File: config.mk
export PLATFORM = sky130hd
export DESIGN_NAME = rf_write_arbiter
export DESIGN_NICKNAME = d
export VERILOG_FILES = /design/src/rtl/rf_write_arbiter.sv
export SDC_FILE = /design/constraint.sdc
export NUM_CORES = 1
export LEC_CHECK = 0
export ABC_AREA = 1
export CAP_MARGIN = 20
export CORE_UTILIZATION = 46
export CTS_BUF_LIST = sky130_fd_sc_hd__clkbuf_8
export DETAILED_ROUTE_END_ITERATION = 12
export PLACE_DENSITY = 0.84
export SLEW_MARGIN = 20
export SYNTH_ARGS = -nofsm -noshare
export SYNTH_HDL_FRONTEND = slang
export SYNTH_SLANG_ARGS = --single-unit
File: constraint.sdc
create_clock -name clk -period 1.6 [get_ports clk]
set_clock_uncertainty 0.2 [all_clocks]
set_input_delay 0.32 -clock clk [delete_from_list [all_inputs] [get_ports clk]]
set_output_delay 0.32 -clock clk [all_outputs]
set_load 0.01 [all_outputs]
File: src/rtl/rf_write_arbiter.sv
// Two-requester writeback arbiter for the register file write port.
// Optional read-bypass compare logic is built when RF_FWD_EN is defined.
module rf_write_arbiter #(
    parameter int unsigned MAX_WAIT = 3,
    parameter int unsigned AW       = 5,
    parameter int unsigned DW       = 32
) (
    input  logic          clk,
    input  logic          rst_n,
    input  logic          alu_valid,
    output logic          alu_ready,
    input  logic [AW-1:0] alu_addr,
    input  logic [DW-1:0] alu_data,
    input  logic          mem_valid,
    output logic          mem_ready,
    input  logic [AW-1:0] mem_addr,
    input  logic [DW-1:0] mem_data,
    output logic [AW-1:0] rf_addr,
    output logic [DW-1:0] rf_data,
    output logic          rf_ld,
    output logic          busy
`ifdef RF_FWD_EN
   ,input  logic [AW-1:0] fwd_addr_a,
    input  logic [AW-1:0] fwd_addr_b,
    output logic          fwd_hit_a,
    output logic          fwd_hit_b,
    output logic [DW-1:0] fwd_data_a,
    output logic [DW-1:0] fwd_data_b
`endif
);

    localparam int unsigned CW = 4;
    localparam logic [CW-1:0] MAXW = CW'(MAX_WAIT);

    logic          alu_v_q, mem_v_q;
    logic [AW-1:0] alu_addr_q, mem_addr_q;
    logic [DW-1:0] alu_data_q, mem_data_q;
    logic [CW-1:0] wait_q, wait_d;
    logic [AW-1:0] rf_addr_q;
    logic [DW-1:0] rf_data_q;
    logic          rf_ld_q;

    logic          gnt_alu, gnt_mem;
    logic          alu_acc, mem_acc;
    logic [AW-1:0] gnt_addr;
    logic [DW-1:0] gnt_data;

    // Mem wins ties unless the ALU has already lost MAX_WAIT cycles.
    assign gnt_alu = alu_v_q & (~mem_v_q | (wait_q == MAXW));
    assign gnt_mem = mem_v_q & ~gnt_alu;

    assign alu_ready = rst_n & (~alu_v_q | gnt_alu);
    assign mem_ready = rst_n & (~mem_v_q | gnt_mem);
    assign alu_acc   = alu_valid & alu_ready;
    assign mem_acc   = mem_valid & mem_ready;

    assign gnt_addr = gnt_alu ? alu_addr_q : mem_addr_q;
    assign gnt_data = gnt_alu ? alu_data_q : mem_data_q;

    always_comb begin
        wait_d = '0;
        if (alu_v_q && !gnt_alu)
            wait_d = (wait_q == MAXW) ? wait_q : wait_q + 1'b1;
    end

    always_ff @(posedge clk or negedge rst_n) begin
        if (!rst_n) begin
            alu_v_q    <= 1'b0;
            mem_v_q    <= 1'b0;
            alu_addr_q <= '0;
            mem_addr_q <= '0;
            alu_data_q <= '0;
            mem_data_q <= '0;
            wait_q     <= '0;
            rf_addr_q  <= '0;
            rf_data_q  <= '0;
            rf_ld_q    <= 1'b0;
        end else begin
            if (alu_acc) begin
                alu_v_q    <= 1'b1;
                alu_addr_q <= alu_addr;
                alu_data_q <= alu_data;
            end else if (gnt_alu) begin
                alu_v_q <= 1'b0;
            end
            if (mem_acc) begin
                mem_v_q    <= 1'b1;
                mem_addr_q <= mem_addr;
                mem_data_q <= mem_data;
            end else if (gnt_mem) begin
                mem_v_q <= 1'b0;
            end
            wait_q <= wait_d;
            // r0 writes still move the address/data registers.
            if (gnt_alu || gnt_mem) begin
                rf_addr_q <= gnt_addr;
                rf_data_q <= gnt_data;
                rf_ld_q   <= |gnt_addr;
            end else begin
                rf_ld_q <= 1'b0;
            end
        end
    end

    assign rf_addr = rf_addr_q;
    assign rf_data = rf_data_q;
    assign rf_ld   = rf_ld_q;
    assign busy    = alu_v_q | mem_v_q | rf_ld_q;

`ifdef RF_FWD_EN
    assign fwd_hit_a  = rf_ld_q & (rf_addr_q == fwd_addr_a) & (|fwd_addr_a);
    assign fwd_hit_b  = rf_ld_q & (rf_addr_q == fwd_addr_b) & (|fwd_addr_b);
    assign fwd_data_a = fwd_hit_a ? rf_data_q : '0;
    assign fwd_data_b = fwd_hit_b ? rf_data_q : '0;
`endif

endmodule

==> results.json <==
{
  "crit_arrival_ns": 1.58,
  "fp.dieH_um": 106,
  "slowest_delay_ns": 0.45,
  "routed_wl_mm": 19.0,
  "grt_usage_pct": 33.0,
  "hp-class": "input pin to flip-flop",
  "synth-seq-cells": 118,
  "final_nets": 827,
  "ys_types": 23,
  "cp.buffers_inverters": 2,
  "ios": 119,
  "clkTransAtPathRegs_ns": 0.08,
  "fin_tns_setup_ns": -40.75,
  "htree_levels": 4,
  "slew_headroom_pct": 58.8,
  "cts_buffer_depth": 2,
  "status": "finished with violations",
  "start_util_pct": 47.9,
  "grt_use_met3_pct": 8.28,
  "dieWidth_um": 106,
  "core-area_sq_um": 10500,
  "synth-seq-area-share_pct": 58.9,
  "async_flop_share_pct": 100,
  "synthFlopType": "dfrtp_1",
  "drc_errors": 0,
  "post_drt_wl_per_cell_um": 21.2,
  "top_usage_layer": "met2",
  "yosysMostFrequentCell": "nand2_1",
  "worst_setup_path_start_kind": "flip-flop",
  "dpl_cell_area_sq_um": 6450,
  "rsz0062_at_grt": "yes",
  "root_buffer": "clkbuf_8",
  "portBuffers": 118,
  "first_pass_iters": 5,
  "path_cells": "ha_4, nand2_4, nand2_4, nand3_4, nand2_2, inv_2, buf_6",
  "slowest_stage": "dfrtp_1",
  "grt_pass1_wl_mm": 28.0,
  "grt_pass1_vias": 5551,
  "period_minus_slack_ns": 2.10,
  "max_freq_mhz": 476,
  "setup-violations-final": 121,
  "post-route-period-util_pct": 131,
  "p_per_area_nw_per_um2": 1190,
  "vias_per_cell": 5.83,
  "path_class": "flip-flop to primary output",
  "syn_area_sq_um": 5010,
  "cts_buffers": 17,
  "fin_area_sq_um": 8180,
  "drtAntennaViolNets": 0,
  "cpMostUsedCell": "nand2_4",
  "num-fill-cells": 625,
  "syn2layout_area_growth_pct": 63.2,
  "drive_above_1_share_pct": 41.1,
  "first_iter_violations": 410,
  "synth.largest_area_cell": "dfrtp_1",
  "avgSynthCellArea_sq_um": 8.92,
  "grt_max_degree": 112,
  "syn_inst": 562,
  "tritoncts": "done",
  "syn-num-nets": 641,
  "grt_use_met2_pct": 56.8,
  "violations": "setup timing",
  "path_delay_family": "flip-flops",
  "clock_sinks": 118,
  "diodes": 0,
  "setup_slack_ns": -0.501,
  "yosys-top-cells-area": "dfrtp_1 59%, nand3_1 16%, nand2_1 14%, buf_6 1.8%, buf_2 1.5%",
  "yosysWarnings": 0,
  "drv_slew": 0,
  "synth_edf_count": 0,
  "clock_latency_ns": 0.43,
  "grt_overflow_total": 0,
  "die-area_sq_um": 11300,
  "netlist_top_cells_count": "185 x nand2_1, 157 x nand3_1, 118 x dfrtp_1",
  "worstSetupEndpointType": "primary output",
  "worstPathRequired_ns": 1.08,
  "worst_pin_slew_ns": 0.619,
  "drv_cap": 0,
  "vias": 5233,
  "dp_hpwl_mm": 8.88,
  "met1_usage_pct": 37.0,
  "peakVddDrop_mv": 0.738,
  "gp_congestion": 0.805,
  "power.leakage_uw": 0.00398,
  "antenna_found_initial": 0,
  "row_count": 37,
  "crit_fanout": 2,
  "yosysTopAreaCellShare_pct": 58.9,
  "hold_viol": 0
}
## final timing paths
path / from / end / slack, ns / cells past startpoint
max reg2reg: wait_q[1] / rf_data[31] / -0.50 / 11
min in group asynchronous: rst_n / mem_data_q[27] / 0.26 / 3
max in group asynchronous: rst_n / mem_data_q[25] / 0.15 / 4
max: wait_q[1] / mem_ready / -0.50 / 7
min reg2reg: mem_addr_q[3] / mem_addr_q[3] / 0.27 / 2
min: alu_data[17] / alu_data_q[17] / 0.24 / 3
## sequential cells by signal, summed over array words and instances (netlist names)
register and cells:
mem_data_q 32, mem_v_q 1, alu_v_q 1, rf_addr 5, alu_data_q 32, rf_ld 1, wait_q 4, rf_data 32
mem_addr_q 5, alu_addr_q 5
## per-stage QoR
step / cells / utilization (%) / hold WS, ns / worst slack (ns) / total power [uW]
after floorplan: 562 / - / -0.176 / -0.00359 / 4820
after CTS: 892 / 76.8 / 0.190 / -0.364 / 9440
after detailed placement: 813 / 61.6 / 0.0410 / -0.445 / 6010
after global routing: 897 / 78.2 / 0.221 / -0.589 / 10100
final: 897 / 78.2 / 0.237 / -0.501 / 9700
after global placement: 813 / 61.6 / 0.0418 / -0.317 / 5920
## per-layer routing
metal | part of all wire [%] | vias up
met5 | 0 | -
met4 | 5.3 | 0
met1 | 36 | 2542
met3 | 8.2 | 97
met2 | 50 | 365
li1 | - | 2229
## power by group
group / switching [uW] / internal, uW
Combinational: 1410 / 1260
Clock: 1310 / 1730
Sequential: 451 / 3550
Total: 3170 / 6530
## cell usage in the layout (no fill, tap or decap), types with 16 or more instances in the layout
| cell | Yosys | layout |
|---|---|---|
| dfrtp_1 | 118 | 118 |
| nand3_1 | 157 | 110 |
| nand2_1 | 185 | 109 |
| clkdlybuf4s50_1 | 0 | 76 |
| nand2_2 | 3 | 66 |
| nand3_2 | 2 | 48 |
| buf_4 | 5 | 47 |
| clkbuf_2 | 0 | 31 |
| clkbuf_8 | 0 | 18 |
| buf_6 | 8 | 16 |
## logic make-up after synthesis
logic type,count (synthesis),share of synthesized area (%)
AO/OA/AOI/OAI,19,2.15
adder cells (fa/ha/maj),1,0.250
buffers and inverters,56,6.14
XOR/XNOR,1,0.175
AND/OR/NAND/NOR,367,32.4
flip-flops,118,58.9
## area by class of cell
cell class	instances	area [sq um]	share of cell area (%)
repair buffers	207	2160	26.5
flip-flops and latches	118	2950	36.1
clock buffers	18	248	3.03
clock inverters	14	185	2.26
multi-input cells	388	2400	29.3
well taps	136	170	2.08
inverters	16	60.1	0.734
## timing repair
action,CTS,global route
endpoints found under the setup margin,155,155
gates resized for setup,261,101
hold buffers,1,0
setup buffers,35,9
endpoints found under the hold margin,118,0
pin swaps,26,8
gates cloned,11,3
## worst min-delay path, delay by kind of cell
| family | cells | cell delay, ns |
|---|---|---|
| buffers and inverters | 1 | 0.39 |
| and+or+nand+nor | 2 | 0.13 |
Power figures use the tool's default switching activity.
